===== config.mk =====
export PLATFORM = sky130hd
export DESIGN_NAME = register_f_h_ctrl
export DESIGN_NICKNAME = d
export VERILOG_FILES = /design/src/rtl/register_f_pkg.sv /design/src/rtl/register_f_h_sel_dec.sv /design/src/rtl/register_f_h_ctrl.sv
export SDC_FILE = /design/constraint.sdc
export NUM_CORES = 1
export LEC_CHECK = 0
export CAP_MARGIN = 10
export CORE_MARGIN = 2
export CORE_UTILIZATION = 38
export CTS_BUF_LIST = sky130_fd_sc_hd__clkbuf_16
export CTS_CLUSTER_SIZE = 25
export DETAILED_ROUTE_END_ITERATION = 10
export PLACE_DENSITY_LB_ADDON = 0.15
export SETUP_SLACK_MARGIN = 0.4
export SYNTH_ARGS = -nofsm -noshare
export SYNTH_HDL_FRONTEND = slang
export SYNTH_SLANG_ARGS = --single-unit

===== constraint.sdc =====
create_clock -name Clk -period 1.7 [get_ports Clk]
set_input_delay 0.425 -clock Clk [delete_from_list [all_inputs] [get_ports Clk]]
set_output_delay 0.425 -clock Clk [all_outputs]
set_load 0.005 [all_outputs]

===== src/rtl/register_f_pkg.sv =====
// Shared types for the flag-H update controller: request encodings, FSM states,
// the strobe bundle registered for the ISSUE cycle, and the exchange lockout range.
package register_f_pkg;

  typedef enum logic [1:0] {
    OP_ALU    = 2'd0,
    OP_EX_AF  = 2'd1,
    OP_POP_AF = 2'd2,
    OP_HOLD   = 2'd3
  } req_op_e;

  typedef enum logic [2:0] {
    SRC_CLR    = 3'd0,
    SRC_SET    = 3'd1,
    SRC_CY4    = 3'd2,
    SRC_NCY4   = 3'd3,
    SRC_DAA    = 3'd4,
    SRC_FLAG_C = 3'd5,
    SRC_CY12   = 3'd6,
    SRC_NCY12  = 3'd7
  } req_src_e;

  typedef enum logic [1:0] {
    ST_IDLE    = 2'd0,
    ST_ISSUE   = 2'd1,
    ST_EXLOCK  = 2'd2,
    ST_POPWAIT = 2'd3
  } state_e;

  localparam int EX_LOCK_MIN = 1;
  localparam int EX_LOCK_MAX = 3;

  // Internal select vector is active-high; bit order follows the H-select outputs.
  localparam int NUM_SEL    = 7;
  localparam int SEL_SET    = 0;  // bit17
  localparam int SEL_CY4    = 1;  // bit21
  localparam int SEL_NCY4   = 2;  // bit22
  localparam int SEL_DAA    = 3;  // bit28
  localparam int SEL_FLAG_C = 4;  // bit30
  localparam int SEL_CY12   = 5;  // bit31
  localparam int SEL_NCY12  = 6;  // bit35

  typedef struct packed {
    logic               err;
    logic               wr_h;
    logic [NUM_SEL-1:0] sel;
    logic               ex;
    logic               pr_wr;
  } strobe_t;

  function automatic int clamp_lock(input int n);
    if (n < EX_LOCK_MIN) return EX_LOCK_MIN;
    if (n > EX_LOCK_MAX) return EX_LOCK_MAX;
    return n;
  endfunction

endpackage


===== src/rtl/register_f_h_sel_dec.sv =====
// Combinational Req_Src -> one-hot H select decode (active-high).
// DAA source is legal only with REGISTER_F_H_CTRL_DAA_EN defined; otherwise it is flagged illegal.
module register_f_h_sel_dec
  import register_f_pkg::*;
(
  input  logic [2:0]         src_i,
  output logic [NUM_SEL-1:0] sel_o,
  output logic               illegal_o
);

  always_comb begin
    sel_o     = '0;
    illegal_o = 1'b0;
    case (req_src_e'(src_i))
      SRC_CLR:    sel_o = '0;
      SRC_SET:    sel_o[SEL_SET]    = 1'b1;
      SRC_CY4:    sel_o[SEL_CY4]    = 1'b1;
      SRC_NCY4:   sel_o[SEL_NCY4]   = 1'b1;
`ifdef REGISTER_F_H_CTRL_DAA_EN
      SRC_DAA:    sel_o[SEL_DAA]    = 1'b1;
`else
      SRC_DAA:    illegal_o         = 1'b1;
`endif
      SRC_FLAG_C: sel_o[SEL_FLAG_C] = 1'b1;
      SRC_CY12:   sel_o[SEL_CY12]   = 1'b1;
      SRC_NCY12:  sel_o[SEL_NCY12]  = 1'b1;
    endcase
  end

endmodule


===== src/rtl/register_f_h_ctrl.sv =====
// Flag-H update controller: accepts ALU/EX_AF/POP_AF/HOLD requests and issues one-cycle
// registered strobes. DAA select is enabled by REGISTER_F_H_CTRL_DAA_EN (see register_f_h_sel_dec).
module register_f_h_ctrl
  import register_f_pkg::*;
#(
  parameter int EX_LOCK_CYCLES = 1
) (
  input  logic       Clk,
  input  logic       notReset,
  input  logic       Req_Valid,
  output logic       Req_Ready,
  input  logic [1:0] Req_Op,
  input  logic [2:0] Req_Src,
  input  logic       Pop_Valid,
  output logic       PF_Write_H,
  output logic       PF_Select_H_bit17,
  output logic       notPF_Select_H_bit21,
  output logic       notPF_Select_H_bit22,
  output logic       notPF_Select_H_bit28,
  output logic       notPF_Select_H_bit30,
  output logic       notPF_Select_H_bit31,
  output logic       notPF_Select_H_bit35,
  output logic       PR_Ex,
  output logic       notPR_Ex,
  output logic       PR_Write,
  output logic       notPR_Write,
  output logic       Busy,
  output logic       Req_Err
);

  localparam int         LOCK_CYC  = clamp_lock(EX_LOCK_CYCLES);
  localparam logic [1:0] LOCK_LOAD = 2'(LOCK_CYC - 1);

  state_e             state_q, state_d;
  logic [1:0]         cnt_q, cnt_d;
  strobe_t            stb_q, stb_d;
  logic [NUM_SEL-1:0] dec_sel;
  logic               dec_illegal;

  register_f_h_sel_dec u_sel_dec (
    .src_i     (Req_Src),
    .sel_o     (dec_sel),
    .illegal_o (dec_illegal)
  );

  // Strobes default to zero so they live only in the cycle after they are computed.
  always_comb begin
    state_d = state_q;
    cnt_d   = cnt_q;
    stb_d   = '0;
    case (state_q)
      ST_IDLE: begin
        if (Req_Valid) begin
          case (req_op_e'(Req_Op))
            OP_ALU: begin
              state_d = ST_ISSUE;
              if (dec_illegal) begin
                stb_d.err = 1'b1;
              end else begin
                stb_d.wr_h = 1'b1;
                stb_d.sel  = dec_sel;
              end
            end
            OP_EX_AF: begin
              state_d  = ST_ISSUE;
              stb_d.ex = 1'b1;
            end
            OP_POP_AF: state_d = ST_POPWAIT;
            OP_HOLD:   state_d = ST_ISSUE;
          endcase
        end
      end
      ST_POPWAIT: begin
        if (Pop_Valid) begin
          state_d     = ST_ISSUE;
          stb_d.pr_wr = 1'b1;
        end
      end
      ST_ISSUE: begin
        if (stb_q.ex) begin
          state_d = ST_EXLOCK;
          cnt_d   = LOCK_LOAD;
        end else begin
          state_d = ST_IDLE;
        end
      end
      ST_EXLOCK: begin
        if (cnt_q == 2'd0) state_d = ST_IDLE;
        else               cnt_d   = cnt_q - 2'd1;
      end
      default: state_d = ST_IDLE;
    endcase
  end

  always_ff @(posedge Clk or negedge notReset) begin
    if (!notReset) begin
      state_q <= ST_IDLE;
      cnt_q   <= 2'd0;
      stb_q   <= '0;
    end else begin
      state_q <= state_d;
      cnt_q   <= cnt_d;
      stb_q   <= stb_d;
    end
  end

  assign Req_Ready            = (state_q == ST_IDLE);
  assign Busy                 = (state_q != ST_IDLE);
  assign Req_Err              = stb_q.err;
  assign PF_Write_H           = stb_q.wr_h;
  assign PF_Select_H_bit17    =  stb_q.sel[SEL_SET];
  assign notPF_Select_H_bit21 = ~stb_q.sel[SEL_CY4];
  assign notPF_Select_H_bit22 = ~stb_q.sel[SEL_NCY4];
  assign notPF_Select_H_bit28 = ~stb_q.sel[SEL_DAA];
  assign notPF_Select_H_bit30 = ~stb_q.sel[SEL_FLAG_C];
  assign notPF_Select_H_bit31 = ~stb_q.sel[SEL_CY12];
  assign notPF_Select_H_bit35 = ~stb_q.sel[SEL_NCY12];
  assign PR_Ex                =  stb_q.ex;
  assign notPR_Ex             = ~stb_q.ex;
  assign PR_Write             =  stb_q.pr_wr;
  assign notPR_Write          = ~stb_q.pr_wr;

endmodule


==> run metrics <==
outcome=completed; yosys warns=0; path type of the worst min-delay path=input port to async pin; pwr/cell area=1300 mW/mm2; Critical Path End Type=flop; leakage=0.547 nW; total global-route track usage=0.180; worst ir drop on vdd=0.000709 V; Clock Sinks=14; setup TNS=0 ns; Die Y=46.2 um; Final #Nets=125; # H-tree levels=1; worst skew pair latency=0.24 ns; first-pass GRT wire length=2590 um; Cell Int Power=1.07 mW; Worst Path Buf+Inv=2; synthesized area=678 um2; Max Slew Vio Count=0; DR iter-0 viols=23; CORE AREA=0.00171 mm2; CTS tree=yes; largest net degree at the start of global routing=15; buffers added on ports=22; DR WL/cell=12.6 um; post-route DRC violation count=0; DIE AREA=0.00214 mm2; largest stage delay on the critical path=0.40 ns; Max-Cap Viols=0; Mapped Cells=69; total wire length=1700 um; initial antenna violation count=0; Top Family by Delay on Critical Path=compound AO/OA/AOI/OAI gates; endpoints failing hold=0; DIE WIDTH=46.2 um; syn avg cell area=9.83 um2; post-synth net total=83; Area Overhead vs Synth=70.5%; Crit Path Class=flop to flop; Seq pwr share=0.257; count of non-filler cells in the finished layout=135; CP arrival=1.71 ns; vias in the first global route=587; Finish-stage setup viols=0; DP HPWL=1110 um; CP Launch Type=flop; clock network fraction of total power=0.291; layout cell share with drive strength beyond 1=0.336; CTS Buffer Depth=2; RSZ-0062 raised after global routing=true; Sw Share=0.284; final core utilization=0.677; commonest non-fill, non-tap cells in the layout=dfrtp_1 (14), buf_4 (14), inv_1 (11); io pins=24; grt ovf=0; total clock buffers created by CTS=3; Gate power share=0.452; Final ANT Viol Nets=0; initial core utilization=0.397; Cell Rows=15; CP Data Required Time=1.82 ns; via/cell ratio=4.66; Via Count=629; GPL Wtd Cong=0.711; slew margin rel.=0.623; sw power=0.427 mW; CTS hold repair buffers=0; ant diodes=0; FF+latch count, synth=14; Final Cycle Share=0.939; clock skew=0.00252 ns; clock-pin slew on the worst setup and hold paths=0.05 ns; Critical Path Fanout Max=4; Final Critical Period=1.60 ns; Peak Freq=0.626 GHz; sequential-to-total area share from yosys stat=0.517; CP max stage cell=a222oi_1; worst slew pin tran=0.551 ns; R2R Setup Slk=0.10 ns; Netlist cell types=24; Root Buffer=clkbuf_16; Pre-antenna DRT Iters=4; Placed Instances=120; Overall Power=1.50 mW; crit-path cells=inv_2, ha_4, buf_6, a222oi_1, mux2_1
## through the flow
stage          hold WS, ns  worst slack [ns]  area (um2)
5_1_grt              0.524            0.0675        1160
6_report             0.497             0.104        1160
3_5_place_dp         0.515            -0.153         972
3_3_place_gp         0.516            -0.122         972
2_1_floorplan        0.129             0.181         691
4_1_cts              0.512             0.108        1130
## cells in the mapped netlist
master     instances  area (um2)
inv_1             15        56.3
conb_1             1        3.75
ha_1               5        62.6
a2111oi_0          1        8.76
nor2b_1            1        6.26
dfrtp_1           14         350
o22ai_1            1        6.26
nor3_1             3        15.0
nand3b_1           2        15.0
mux2_1             1        11.3
nor3b_1            1        7.51
and2_1             1        6.26
mux2i_1            1        10.0
o31ai_1            1        7.51
a222oi_1           1        10.0
or2_2              1        6.26
nor4_1             1        6.26
nor2_1             5        18.8
o21ai_0            1        5.00
nand3_1            2        10.0
nand2_1            6        22.5
a22o_1             2        17.5
o21bai_1           1        7.51
buf_4              1        7.51
## state kept, by name, summed over array words and instances, names as in the netlist
signal             cells
Req_Err                1
PR_Ex                  1
cnt_q                  2
stb_q                  5
PF_Write_H             1
state_q                2
PF_Select_H_bit17      1
PR_Write               1
## timing repair
action	4_1_cts	5_1_grt
pin swaps	4	0
resized for setup	29	17
buffers inserted	8	3
setup endpoints to repair	20	21
## cell type report
class,instances,area [um2]
sequential,14,350
timing repair buffer,38,319
fill,116,552
tap,25,31.3
clock buffer,3,75.1
clock inverter,1,3.75
inverter,15,56.3
multi-input combinational,39,320
## cells by family (layout without fill, tap and decap cells)
family                   Yosys count  after routing  synth area share
AO/OA/AOI/OAI                      8              8            0.0923
adder cells (fa/ha/maj)            5              5            0.0923
buffers and inverters             16             57            0.0941
flip-flops                        14             14             0.517
multiplexers                       2              2            0.0314
other                              1              1           0.00553
AND/OR/NAND/NOR                   23             23             0.168
## routing by layer
layer | routed length, um | track usage
met5 | 0 | 0
met4 | 20 | 0.103
met3 | 80 | 0.0392
met2 | 904 | 0.300
met1 | 695 | 0.209
## final timing paths
path / from / end / cells after the start
max in group asynchronous: notReset / state_q[1] / 2
worst max register to register: state_q[1] / state_q[1] / 5
worst min register to register: cnt_q[1] / cnt_q[1] / 1
worst max-delay path: state_q[1] / state_q[1] / 5
min in group Clk: cnt_q[1] / cnt_q[1] / 1
worst min-delay path: notReset / Req_Err / 2
## power groups by stage
stage	Sequential, mW	Combinational (mW)	Clock (mW)
final	0.385	0.678	0.437
after global routing	0.387	0.728	0.460
after CTS	0.383	0.612	0.443
after detailed placement	0.395	0.438	0
after global placement	0.395	0.427	0
after floorplan	0.393	0.223	0
No activity file was read; power rests on OpenSTA's default activity.
